## config.mk

```make
export PLATFORM = sky130hd
export DESIGN_NAME = mem_bus_ctrl
export DESIGN_NICKNAME = d
export VERILOG_FILES = /design/src/rtl/mem_bus_ctrl_pkg.sv /design/src/rtl/mem_bus_ctrl_wait_timer.sv /design/src/rtl/mem_bus_ctrl.sv
export SDC_FILE = /design/constraint.sdc
export NUM_CORES = 1
export LEC_CHECK = 0
export ABC_AREA = 0
export BUFFER_PORTS_ARGS = -buffer_cell sky130_fd_sc_hd__buf_2
export CORE_ASPECT_RATIO = 1.5
export CORE_UTILIZATION = 40
export CTS_BUF_LIST = sky130_fd_sc_hd__clkbuf_4 sky130_fd_sc_hd__clkbuf_8 sky130_fd_sc_hd__clkbuf_16
export CTS_CLUSTER_SIZE = 16
export DETAILED_ROUTE_END_ITERATION = 8
export PLACE_DENSITY = 0.72
export REMOVE_ABC_BUFFERS = 1
export SYNTH_ARGS = -nofsm -noshare
export SYNTH_HDL_FRONTEND = slang
export SYNTH_SLANG_ARGS = --single-unit
export TNS_END_PERCENT = 20
```

## constraint.sdc

```tcl
create_clock -name i_clk -period 3.55 [get_ports i_clk]
set_input_delay 0.71 -clock i_clk [delete_from_list [all_inputs] [get_ports i_clk]]
set_output_delay 0.71 -clock i_clk [all_outputs]
set_load 0.005 [all_outputs]
```

## src/rtl/mem_bus_ctrl_pkg.sv

```systemverilog
// Shared state type, defaults and helpers for the memory bus controller.
// Define BUS_TIMEOUT_EN to let STROBE give up after TIMEOUT_CYCLES of ready low.
package mem_bus_ctrl_pkg;

    typedef enum logic [1:0] {
        BUS_IDLE,
        BUS_SETUP,
        BUS_STROBE,
        BUS_HOLD
    } bus_state_e;

    localparam int MEM_WAIT_DEFAULT    = 1;
    localparam int MEM_TIMEOUT_DEFAULT = 255;

`ifdef BUS_TIMEOUT_EN
    localparam bit BUS_TIMEOUT_ENABLED = 1'b1;
`else
    localparam bit BUS_TIMEOUT_ENABLED = 1'b0;
`endif

    // Cycle-count parameters below one would make the counters meaningless.
    function automatic int at_least_one(input int value);
        return (value < 1) ? 1 : value;
    endfunction

endpackage

```

## src/rtl/mem_bus_ctrl_wait_timer.sv

```systemverilog
// Wait-state down-counter plus the optional ready-timeout counter.
// The timeout half only counts when BUS_TIMEOUT_EN is defined.
module bus_wait_timer
    import mem_bus_ctrl_pkg::*;
#(
    parameter int WAIT_CYCLES    = MEM_WAIT_DEFAULT,
    parameter int TIMEOUT_CYCLES = MEM_TIMEOUT_DEFAULT
) (
    input  logic clk,
    input  logic rst,
    input  logic load,
    input  logic run,
    input  logic ready,
    output logic expired,
    output logic timeout
);

    localparam logic [15:0] WAIT_LOAD    = 16'(at_least_one(WAIT_CYCLES) - 1);
    localparam logic [15:0] TIMEOUT_LAST = 16'(at_least_one(TIMEOUT_CYCLES) - 1);

    logic [15:0] wait_count;
    logic [15:0] stuck_count;
    logic        stuck;

    always_ff @(posedge clk) begin
        if (rst) begin
            wait_count <= 16'd0;
        end else if (load) begin
            wait_count <= WAIT_LOAD;
        end else if (run && (wait_count != 16'd0)) begin
            wait_count <= wait_count - 16'd1;
        end
    end

    assign expired = (wait_count == 16'd0);

    // A cycle is "stuck" when the wait has elapsed but the device still is not ready.
    assign stuck = BUS_TIMEOUT_ENABLED && run && expired && !ready;

    always_ff @(posedge clk) begin
        if (rst || !stuck) begin
            stuck_count <= 16'd0;
        end else begin
            stuck_count <= stuck_count + 16'd1;
        end
    end

    assign timeout = stuck && (stuck_count == TIMEOUT_LAST);

endmodule

```

## src/rtl/mem_bus_ctrl.sv

```systemverilog
// SRAM-style bus controller: turns decoder rd/wr strobes into a setup/strobe/hold bus cycle.
// Build with BUS_TIMEOUT_EN defined to abort strobes whose ready never arrives.
module mem_bus_ctrl
    import mem_bus_ctrl_pkg::*;
#(
    parameter int WAIT_CYCLES    = MEM_WAIT_DEFAULT,
    parameter int TIMEOUT_CYCLES = MEM_TIMEOUT_DEFAULT
) (
    input  logic        i_clk,
    input  logic        i_rst,
    input  logic        i_mem_rd,
    input  logic        i_mem_wr,
    input  logic [15:0] i_addr,
    input  logic [15:0] i_wdata,
    output logic [15:0] o_rdata,
    output logic        o_stall,
    output logic        o_done,
    output logic        o_err,
    output logic [15:0] o_bus_addr,
    output logic [15:0] o_bus_wdata,
    input  logic [15:0] i_bus_rdata,
    output logic        o_bus_cs,
    output logic        o_bus_oe,
    output logic        o_bus_we,
    input  logic        i_bus_ready
);

    bus_state_e state;
    bus_state_e next_state;
    logic       dir;
    logic       accept;
    logic       conflict;
    logic       expired;
    logic       timeout;
    logic       read_ok;
    logic       read_timeout;

    bus_wait_timer #(
        .WAIT_CYCLES   (WAIT_CYCLES),
        .TIMEOUT_CYCLES(TIMEOUT_CYCLES)
    ) u_timer (
        .clk    (i_clk),
        .rst    (i_rst),
        .load   (state == BUS_SETUP),
        .run    (state == BUS_STROBE),
        .ready  (i_bus_ready),
        .expired(expired),
        .timeout(timeout)
    );

    always_comb begin
        next_state = state;
        accept     = 1'b0;
        conflict   = 1'b0;
        case (state)
            BUS_IDLE: begin
                if (i_mem_rd && i_mem_wr) begin
                    conflict = 1'b1;
                end else if (i_mem_rd || i_mem_wr) begin
                    accept     = 1'b1;
                    next_state = BUS_SETUP;
                end
            end
            BUS_SETUP:  next_state = BUS_STROBE;
            BUS_STROBE: begin
                if (expired && (i_bus_ready || timeout)) begin
                    next_state = BUS_HOLD;
                end
            end
            BUS_HOLD:   next_state = BUS_IDLE;
            default:    next_state = BUS_IDLE;
        endcase
    end

    // Stall drops in HOLD so the core advances on the same edge the bus cycle closes.
    assign o_stall = ((state == BUS_IDLE) && (i_mem_rd ^ i_mem_wr))
                   || (state == BUS_SETUP) || (state == BUS_STROBE);

    assign read_ok      = (state == BUS_STROBE) && expired && i_bus_ready && !dir;
    assign read_timeout = (state == BUS_STROBE) && timeout && !dir;

    // Bus strobes are registered from the next state so they line up with the state register.
    always_ff @(posedge i_clk) begin
        if (i_rst) begin
            state       <= BUS_IDLE;
            dir         <= 1'b0;
            o_rdata     <= 16'h0000;
            o_bus_addr  <= 16'h0000;
            o_bus_wdata <= 16'h0000;
            o_bus_cs    <= 1'b0;
            o_bus_oe    <= 1'b0;
            o_bus_we    <= 1'b0;
            o_done      <= 1'b0;
            o_err       <= 1'b0;
        end else begin
            state <= next_state;
            if (accept) begin
                dir         <= i_mem_wr;
                o_bus_addr  <= i_addr;
                o_bus_wdata <= i_wdata;
            end
            if (read_ok) begin
                o_rdata <= i_bus_rdata;
            end else if (read_timeout) begin
                o_rdata <= 16'hFFFF;
            end
            o_bus_cs <= (next_state != BUS_IDLE);
            o_bus_oe <= (next_state == BUS_STROBE) && !dir;
            o_bus_we <= (next_state == BUS_STROBE) && dir;
            o_done   <= (next_state == BUS_HOLD);
            o_err    <= conflict || ((state == BUS_STROBE) && timeout);
        end
    end

endmodule

```

==> results.yml, run 1 <==
placed_design:
  routabilityCongestion: 0.814
  pre_cts_ws_ns: 1.14
  dp.cells: 519
  dp_hpwl_mm: 5.20
  numPortBuffers: 106
floorplanning:
  dieArea_um2: 7650
  fp.coreArea_um2: 6940
  initial_core_util_pct: 42.1
  row_count: 37
  dieHeight_um: 107
  die_x_um: 71.8
  io_pins: 107
global_routing:
  antenna_found_initial: 0
  track_usage_pct: 20.2
  overflow: 0
  grt_pass1_wl_mm: 12.0
  grt_pass1_vias: 2708
  grt_start_max_net_pins: 34
timing:
  clock_skew_ns: 0.00626
  setup_viol: 0
  slew_headroom_pct: 27.4
  rsz0062_at_grt: "false"
  period_minus_slack_ns: 2.43
  hold_violations: 0
  max_freq_ghz: 0.411
  timing.final.crit_share_pct: 68.5
  finalSetupTns_ns: 0
  tightest_slew_ns: 1.08
  worst_slack_ns: 1.12
  drv_slew: 0
power_and_ir_drop:
  ir_drop_mv: 0.374
  p_per_area_nw_per_um2: 705
  power_leakage_nw: 1.64
clocking:
  cts_tree: "built"
  cts.reportedPaths.clkPinSlew_ns: 0.07
  numCtsBuffers: 9
  cts_buffer_depth: 2
  clock-sinks: 72
  htree_levels: 3
  clkLatencyLatePin_ns: 0.35
  ctsHoldBuffers: 0
  cts_setup_buffers: 0
  cts_resized: 0
  cts_root_buf: "clkbuf_8"
synth:
  synth_cell_type_count: 37
  avgSynthCellArea_um2: 8.23
  postSynthCellCount: 355
  netlist_top_cells_area: "dfxtp_1 (49%), a21oi_1 (10%), nand2_1 (9.6%)"
  seq_area_frac_synth_pct: 49.4
  yosysTopAreaCell: "dfxtp_1"
  synth_area_um2: 2920
  synth_top_area_share_pct: 49.4
  yosys_warnings: 0
  ys_ff_latch: 72
  ys.flop_type: "dfxtp_1"
  synth_edf_count: 0
  ys_async_sr_fraction_pct: 0
detailed_routing:
  wire_per_inst_um: 13.7
  first_pass_iters: 4
  viasPerCell: 5.37
  drc: 0
  drt_wl_total_mm: 7.33
  dr_total_vias: 2866
  dr.first_iter.drc_count: 128
  final_antenna_net_count: 0
worst_setup_path:
  slowest_stage: "or3b_2"
  crit_family: "simple AND/OR/NAND/NOR gates"
  reg2reg_depth: 6
  end_kind: "flip-flop"
  path_depth: 6
  reg2reg_from: "state[0]"
  worst_setup_path_start_kind: "flip-flop"
  critPathBufInv: 1
  cp.required_ns: 3.83
  cp.arrival_ns: 2.71
  startpoint: "state[0]"
  worst-path-max-fanout: 10
  critical_path_class: "flip-flop to flip-flop"
  path_cells: "inv_1 > ha_1 > or3b_2 > or2_0 > or4_1 > a21oi_1"
  cp_slowest_stage_delay_ns: 0.54
worst_hold_path:
  holdPathStages: 2
  hold_path.class: "flip-flop to flip-flop"
  min_from: "o_bus_addr[12]"
layout:
  num_antenna_cells: 0
  final_nets: 512
  area_growth_pct: 25.7
  drive_gt1_share_pct: 29.4
  fin_cells: 534
run:
  drv_cap: 0
status:
  outcome: "completed"
[metrics by stage]
stage | util, % | instance area (um^2) | hold slack (ns) | power, W
floorplan | - | 2830 | 0.439 | 0.00162
global placement | 50.2 | 3480 | 0.439 | 0.00196
detailed placement | 50.2 | 3480 | 0.444 | 0.00198
CTS | 52.8 | 3670 | 0.455 | 0.00261
global route | 52.8 | 3670 | 0.469 | 0.00277
finish | 52.8 | 3670 | 0.452 | 0.00259
[power by group]
| group | switching (W) | internal [W] |
|---|---|---|
| clock network | 0.000297 | 0.000317 |
| logic | 0.000625 | 0.000331 |
| registers | 0.0000714 | 0.000944 |
[flip-flops by register name (all words and copies together), names as in the netlist]
register,flops
o_bus_addr,16
o_bus_wdata,16
o_rdata,16
u_timer.wait_count,16
state,2
dir,1
o_bus_cs,1
o_bus_oe,1
o_bus_we,1
o_done,1
o_err,1
[cell usage in the layout, fill, tap and decap left out, types with 2 or more instances in the layout]
master,instances
o31ai_1,3
a21oi_1,60
o211ai_1,2
nand2_1,75
buf_4,3
nand3_1,19
nor3_2,2
o21ai_0,18
dfxtp_1,72
a211oi_1,3
or2_2,3
or4_1,8
nor3_1,3
nand2b_1,2
nor2_1,6
buf_2,106
clkinv_2,3
or3_1,10
inv_1,9
a31o_2,2
nor4_1,6
a21o_1,3
or3b_2,2
nand4_1,2
o41ai_1,2
clkbuf_8,9
ha_1,7
o311ai_0,2
[synthesized netlist by cell type, types with 2 or more instances]
library cell	n
o211ai_1	2
dfxtp_1	72
o311ai_0	2
o31ai_1	3
a211oi_1	3
a31o_2	2
ha_1	7
clkbuf_1	19
nand2_1	75
nand2b_1	2
a21oi_1	60
a21o_1	3
or4_1	8
buf_2	4
nand3_1	19
inv_1	9
or2_2	3
o21ai_0	18
nor3_1	4
or3b_2	2
nor4_1	6
o41ai_1	2
or3_1	10
nand4_1	2
nor2_1	6
[metal layers]
layer  vias to the layer above  share of wire [%]  global-route usage [%]
met5                         -                  0                       0
met4                         0               0.98                    7.84
met3                         7                7.4                    7.05
met2                       102                 51                    35.0
met1                      1320                 40                    22.2
li1                       1437                  -                       -
[area by class of cell]
type | count | area [um^2]
clock buffers | 9 | 124
clock inverters | 6 | 61.3
fillers | 666 | 3270
inverters | 9 | 33.8
multi-input cells | 251 | 1360
flip-flops and latches | 72 | 1440
well taps | 78 | 97.6
repair buffers | 109 | 553
[worst paths after layout]
check                                              end  slack [ns]
worst max-delay path            u_timer.wait_count[15]        1.12
worst max register to register  u_timer.wait_count[15]        1.12
worst min register to register          o_bus_addr[12]        0.45
worst min-delay path                    o_bus_addr[12]        0.45
[worst min-delay path: cells and delay by family, from the launching register on]
kind | cells | cell delay, ns
flops | 1 | 0.31
simple gates | 1 | 0.05
compound gates | 1 | 0.05
[kinds of logic after synthesis]
family          Yosys count  share of synthesized area (%)
compound gates           98                           18.9
fa+ha+maj                 7                           3.00
buf+inv                  32                           4.28
flops                    72                           49.4
mux                       1                          0.343
simple gates            145                           24.2
No activity file was read; power rests on OpenSTA's default activity.
==> inputs of run 2 (changes only) <==
--- a/config.mk
+++ b/config.mk
@@ -12,7 +12,7 @@
 export CTS_BUF_LIST = sky130_fd_sc_hd__clkbuf_4 sky130_fd_sc_hd__clkbuf_8 sky130_fd_sc_hd__clkbuf_16
 export CTS_CLUSTER_SIZE = 16
 export DETAILED_ROUTE_END_ITERATION = 8
-export PLACE_DENSITY = 0.72
+export PLACE_DENSITY = 0.74
 export REMOVE_ABC_BUFFERS = 1
 export SYNTH_ARGS = -nofsm -noshare
 export SYNTH_HDL_FRONTEND = slang
==> constraint.sdc (replaced) <==
create_clock -name i_clk -period 2.1 [get_ports i_clk]
set_input_delay 0.42 -clock i_clk [delete_from_list [all_inputs] [get_ports i_clk]]
set_output_delay 0.42 -clock i_clk [all_outputs]
set_load 0.005 [all_outputs]
==> results.yml, run 2 (same netlist as run 1, synthesis figures left out) <==
detailed_routing:
  viasPerCell: 5.41
  dr_total_vias: 2970
  wire_per_inst_um: 13.5
  drt_wl_total_mm: 7.40
  final_antenna_net_count: 0
  first_pass_iters: 4
  dr.first_iter.drc_count: 164
  drc: 0
power_and_ir_drop:
  finalPower_w: 0.00464
  power_leakage_nw: 1.71
  ir_drop_mv: 0.613
  p_per_area_nw_per_um2: 1220
worst_hold_path:
  hold_path.class: "input pin to flip-flop"
  min_from: "i_wdata[12]"
  holdPathStages: 3
  hold-path-endpoint: "o_bus_wdata[12]"
floorplanning:
  initial_core_util_pct: 42.1
  dieHeight_um: 107
  die_x_um: 71.8
  io_pins: 107
  row_count: 37
  fp.coreArea_um2: 6940
  dieArea_um2: 7650
global_routing:
  antenna_found_initial: 1
  grt_pass1_vias: 2664
  track_usage_pct: 19.6
  overflow: 0
  grt_start_max_net_pins: 34
  grt_pass1_wl_mm: 11.7
timing:
  hold_slack_ns: 0.300
  timing.final.crit_share_pct: 95.9
  clock_skew_ns: 0.0101
  slew_headroom_pct: 69.4
  drv_slew: 0
  period_minus_slack_ns: 2.01
  tightest_slew_ns: 0.454
  max_freq_ghz: 0.497
  setup_viol: 0
  hold_violations: 0
  finalSetupTns_ns: 0
placed_design:
  numPortBuffers: 106
  dp_hpwl_mm: 5.35
  routabilityCongestion: 0.812
layout:
  area_growth_pct: 30.5
  final_nets: 525
  fill_cells: 639
  layout_commonest_cell: "buf_2"
  drive_gt1_share_pct: 33.2
  final_cell_mix: "buf_2 (106), nand2_1 (75), dfxtp_1 (71)"
  final_core_util_pct: 54.9
worst_setup_path:
  reg2reg_from: "state[0]"
  end_kind: "flip-flop"
  cp.required_ns: 2.38
  cp.arrival_ns: 2.29
  critical_path_class: "flip-flop to flip-flop"
  worst_setup_path_start_kind: "flip-flop"
  worst-path-max-fanout: 6
  reg2reg_depth: 6
  r2r-end: "u_timer.wait_count[15]"
  r2r_slack_ns: 0.09
clocking:
  clkLatencyLatePin_ns: 0.35
  htree_levels: 3
  ctsHoldBuffers: 0
  cts_root_buf: "clkbuf_8"
  clock-sinks: 72
  cts_setup_buffers: 0
  numCtsBuffers: 9
  cts.reportedPaths.clkPinSlew_ns: 0.08
  cts_tree: "built"
  cts_buffer_depth: 2
run:
  drv_cap: 0
status:
  outcome: "completed"
[run 2: cell count changes in the layout (fill, tap and decap cells not counted), sizes merged]
cell | previous run | this run
clkinv | 4 | 3
clkbuf | 9 | 11
buf | 109 | 122
diode | 0 | 1
[run 2: final cells by class]
| cell class | count | area (um^2) | share of cell area, % |
|---|---|---|---|
| Antenna cell | 1 | 2.50 | 0.0657 |
| Clock inverter | 5 | 56.3 | 1.48 |
| Sequential cell | 72 | 1440 | 37.9 |
| Timing Repair Buffer | 122 | 651 | 17.1 |
| Tap cell | 78 | 97.6 | 2.56 |
| Clock buffer | 11 | 145 | 3.81 |
| Multi-Input combinational cell | 251 | 1380 | 36.3 |
| Inverter | 9 | 33.8 | 0.887 |
[run 2: how the worst max path moves through the flow]
stage / start / to / slack (ns) / depth (start not counted)
2_1_floorplan: u_timer.wait_count[0] / o_rdata[0] / -0.16 / 6
3_3_place_gp: state[0] / u_timer.wait_count[15] / 0.08 / 6
3_5_place_dp: state[0] / u_timer.wait_count[15] / 0.02 / 6
4_1_cts: state[0] / u_timer.wait_count[15] / 0.01 / 6
5_1_grt: state[0] / u_timer.wait_count[15] / -0.004 / 6
6_report: state[0] / u_timer.wait_count[15] / 0.09 / 6
[run 2: where the power goes]
group	internal (W)	switching, W	leakage [nW]
clock	0.000592	0.000514	0.103
sequential	0.00160	0.000124	0.586
combinational	0.000734	0.00108	1.03
total	0.00292	0.00171	1.71
[run 2: worst max-delay path, cell delays in order, from the launching register on]
cell     delay [ns]
dfxtp_2        0.34
inv_2          0.07
ha_2           0.17
or3b_2         0.46
or2_4          0.27
or4_1          0.51
a21oi_1        0.13
[run 2: repair_timing]
item / CTS / global route
pin swaps: 0 / 1
gates resized for setup: 3 / 6
endpoints found under the setup margin: 2 / 7
[run 2: through the flow]
stage	setup slack, ns	instance area [um^2]	cells
floorplan	-0.159	2830	332
CTS	0.0140	3790	548
global route	-0.00427	3810	548
detailed placement	0.0200	3580	532
global placement	0.0787	3580	532
finish	0.0866	3810	549
[run 2: metal layers]
layer	global-route usage, %	up-vias	share of wire (%)
met2	34.0	105	51
met3	6.67	13	7.0
li1	-	1474	-
met5	0	-	0
met1	21.2	1378	40
met4	8.96	0	2.0
==> inputs of run 3 (changes only) <==
--- a/config.mk
+++ b/config.mk
@@ -5,7 +5,7 @@
 export SDC_FILE = /design/constraint.sdc
 export NUM_CORES = 1
 export LEC_CHECK = 0
-export ABC_AREA = 0
+export ABC_AREA = 1
 export BUFFER_PORTS_ARGS = -buffer_cell sky130_fd_sc_hd__buf_2
 export CORE_ASPECT_RATIO = 1.5
 export CORE_UTILIZATION = 40
==> results.yml, run 3 <==
worst_setup_path:
  end_kind: "output port"
  r2r_slack_ns: 0.27
  reg2reg_from: "state[0]"
  critical_path_class: "flip-flop to output port"
  crit_family: "flip-flops"
  r2r-end: "o_rdata[3]"
  worst_setup_path_start_kind: "flip-flop"
  cp.arrival_ns: 1.41
  path_cells: "inv_1 > ha_1 > nor2_1 > nand2_1 > buf_2"
  cp_slowest_stage_delay_ns: 0.35
  slowest_stage: "dfxtp_1"
  cp.required_ns: 1.68
  worst-path-max-fanout: 8
  critPathBufInv: 2
  reg2reg_depth: 7
worst_hold_path:
  hold_path.class: "input pin to flip-flop"
  holdPathStages: 2
  hold-path-endpoint: "o_err"
  min_from: "i_rst"
detailed_routing:
  drt_wl_total_mm: 7.21
  final_antenna_net_count: 0
  viasPerCell: 4.72
  drc: 0
  dr_total_vias: 3085
  dr.first_iter.drc_count: 115
  first_pass_iters: 4
  wire_per_inst_um: 11.0
timing:
  max_freq_ghz: 0.546
  drv_slew: 0
  worst_slack_ns: 0.270
  rsz0062_at_grt: "false"
  finalSetupTns_ns: 0
  hold_violations: 0
  slew_headroom_pct: 58.8
  period_minus_slack_ns: 1.83
  timing.final.crit_share_pct: 87.1
  setup_viol: 0
  clock_skew_ns: 0.00562
  tightest_slew_ns: 0.618
placed_design:
  dp_hpwl_mm: 5.24
  pre_cts_ws_ns: 0.289
  routabilityCongestion: 0.919
  numPortBuffers: 106
layout:
  final_cell_mix: "nor2_1 (129), buf_2 (106), nand2_1 (96)"
  drive_gt1_share_pct: 26.4
  area_growth_pct: 28.7
  final_nets: 607
  layout_commonest_cell: "nor2_1"
  num_antenna_cells: 0
status:
  outcome: "completed"
synth:
  netlist_top_cells_count: "nor2_1 (129), nand2_1 (96), dfxtp_1 (72), inv_1 (41), o21ai_0 (34)"
  postSynthCellCount: 444
  ys_async_sr_fraction_pct: 0
  synth.most_common_cell: "nor2_1"
  synth_edf_count: 0
  yosys_warnings: 0
  yosysTopAreaCell: "dfxtp_1"
  netlist_top_cells_area: "dfxtp_1 (46%), nor2_1 (15%), nand2_1 (11%)"
  synth_area_um2: 3140
  ys_ff_latch: 72
  avgSynthCellArea_um2: 7.08
  seq_area_frac_synth_pct: 45.9
  synth_top_area_share_pct: 45.9
  synth_cell_type_count: 25
  ys.flop_type: "dfxtp_1"
global_routing:
  overflow: 0
  grt_start_max_net_pins: 39
  antenna_found_initial: 0
  grt_pass1_wl_mm: 11.8
  grt_pass1_vias: 2800
  track_usage_pct: 18.5
floorplanning:
  fp.coreArea_um2: 7610
  io_pins: 107
  row_count: 39
  dieHeight_um: 111
  die_x_um: 74.4
  dieArea_um2: 8220
  initial_core_util_pct: 41.3
power_and_ir_drop:
  p_per_area_nw_per_um2: 1530
  p_clk_share_pct: 25.3
  power.share.combinational_pct: 43.4
  p_sw_w: 0.00244
  ir_drop_mv: 0.635
  p_int_w: 0.00376
  netSwitchingFraction_pct: 39.4
  p_seq_share_pct: 31.3
  power_leakage_nw: 2.11
clocking:
  clock-sinks: 72
  numCtsBuffers: 9
  htree_levels: 3
  cts_tree: "built"
  cts_root_buf: "clkbuf_16"
  cts.reportedPaths.clkPinSlew_ns: 0.05
  cts_setup_buffers: 0
  ctsHoldBuffers: 0
  clkLatencyLatePin_ns: 0.33
  cts_buffer_depth: 2
  cts_resized: 0
run:
  drv_cap: 0
-- run 3: changes by cell type in the layout (fill, tap and decap cells not counted), moves of 10 or more --
cell | before | now
a21oi_2 | 0 | 10
o21ai_0 | 18 | 34
a21oi_1 | 60 | 6
nand2_1 | 75 | 96
nor2_1 | 6 | 129
buf_4 | 16 | 4
inv_1 | 8 | 41
-- run 3: metrics by stage --
step	cell area (um^2)	utilization, %	instances	power (W)	hold WS [ns]
2_1_floorplan	3040	-	426	0.00387	0.419
3_3_place_gp	3730	49.0	638	0.00456	0.448
3_5_place_dp	3730	49.0	638	0.00462	0.444
4_1_cts	4040	53.1	654	0.00622	0.296
5_1_grt	4040	53.1	654	0.00668	0.316
6_report	4040	53.1	654	0.00620	0.296
-- run 3: metal layers --
layer | vias to the layer above | GRT usage (%) | part of all wire, %
met2 | 110 | 32.8 | 50
met3 | 17 | 4.01 | 6.3
met5 | - | 0 | 0
met4 | 0 | 10.3 | 2.7
met1 | 1388 | 19.4 | 41
li1 | 1570 | - | -
-- run 3: cells by family (layout without fill, tap and decap cells) --
kind of cell / after synthesis / count (layout) / synth area share, %
compound gates: 52 / 52 / 9.68
xor+xnor: 6 / 6 / 1.67
fa+ha+maj: 7 / 7 / 2.79
buf+inv: 60 / 168 / 8.20
flops: 72 / 72 / 45.9
simple gates: 247 / 247 / 31.8
-- run 3: power by group through the flow --
stage / combinational [W] / clock (W) / sequential, W
6_report: 0.00269 / 0.00157 / 0.00194
5_1_grt: 0.00305 / 0.00165 / 0.00199
4_1_cts: 0.00269 / 0.00160 / 0.00194
3_5_place_dp: 0.00266 / 0 / 0.00196
3_3_place_gp: 0.00261 / 0 / 0.00195
2_1_floorplan: 0.00190 / 0 / 0.00197
-- run 3: worst reg2reg max path, cell delays in order, from the launching register on --
cell and delay [ns]:
dfxtp_1 0.32, inv_1 0.10, ha_1 0.35, nand2_1 0.14, inv_1 0.11, nand4_4 0.39, nor2_1 0.23, nor2_1 0.07
-- run 3: final cells by class --
type	instances	area, um^2
fillers	761	3570
multi-input cells	312	1440
flip-flops and latches	72	1440
repair buffers	110	561
clock buffers	14	275
inverters	42	158
well taps	102	128
clock inverters	2	37.5
-- run 3: worst max path at each step --
stage             start  slack, ns             to  cells past startpoint
2_1_floorplan  i_mem_rd       0.11  o_bus_addr[0]                      6
3_3_place_gp   state[0]       0.36    o_rdata[15]                      7
3_5_place_dp   state[0]       0.29     o_rdata[0]                      7
4_1_cts        state[0]       0.25        o_stall                      5
5_1_grt        state[0]       0.06     o_rdata[6]                      7
6_report       state[0]       0.27        o_stall                      5
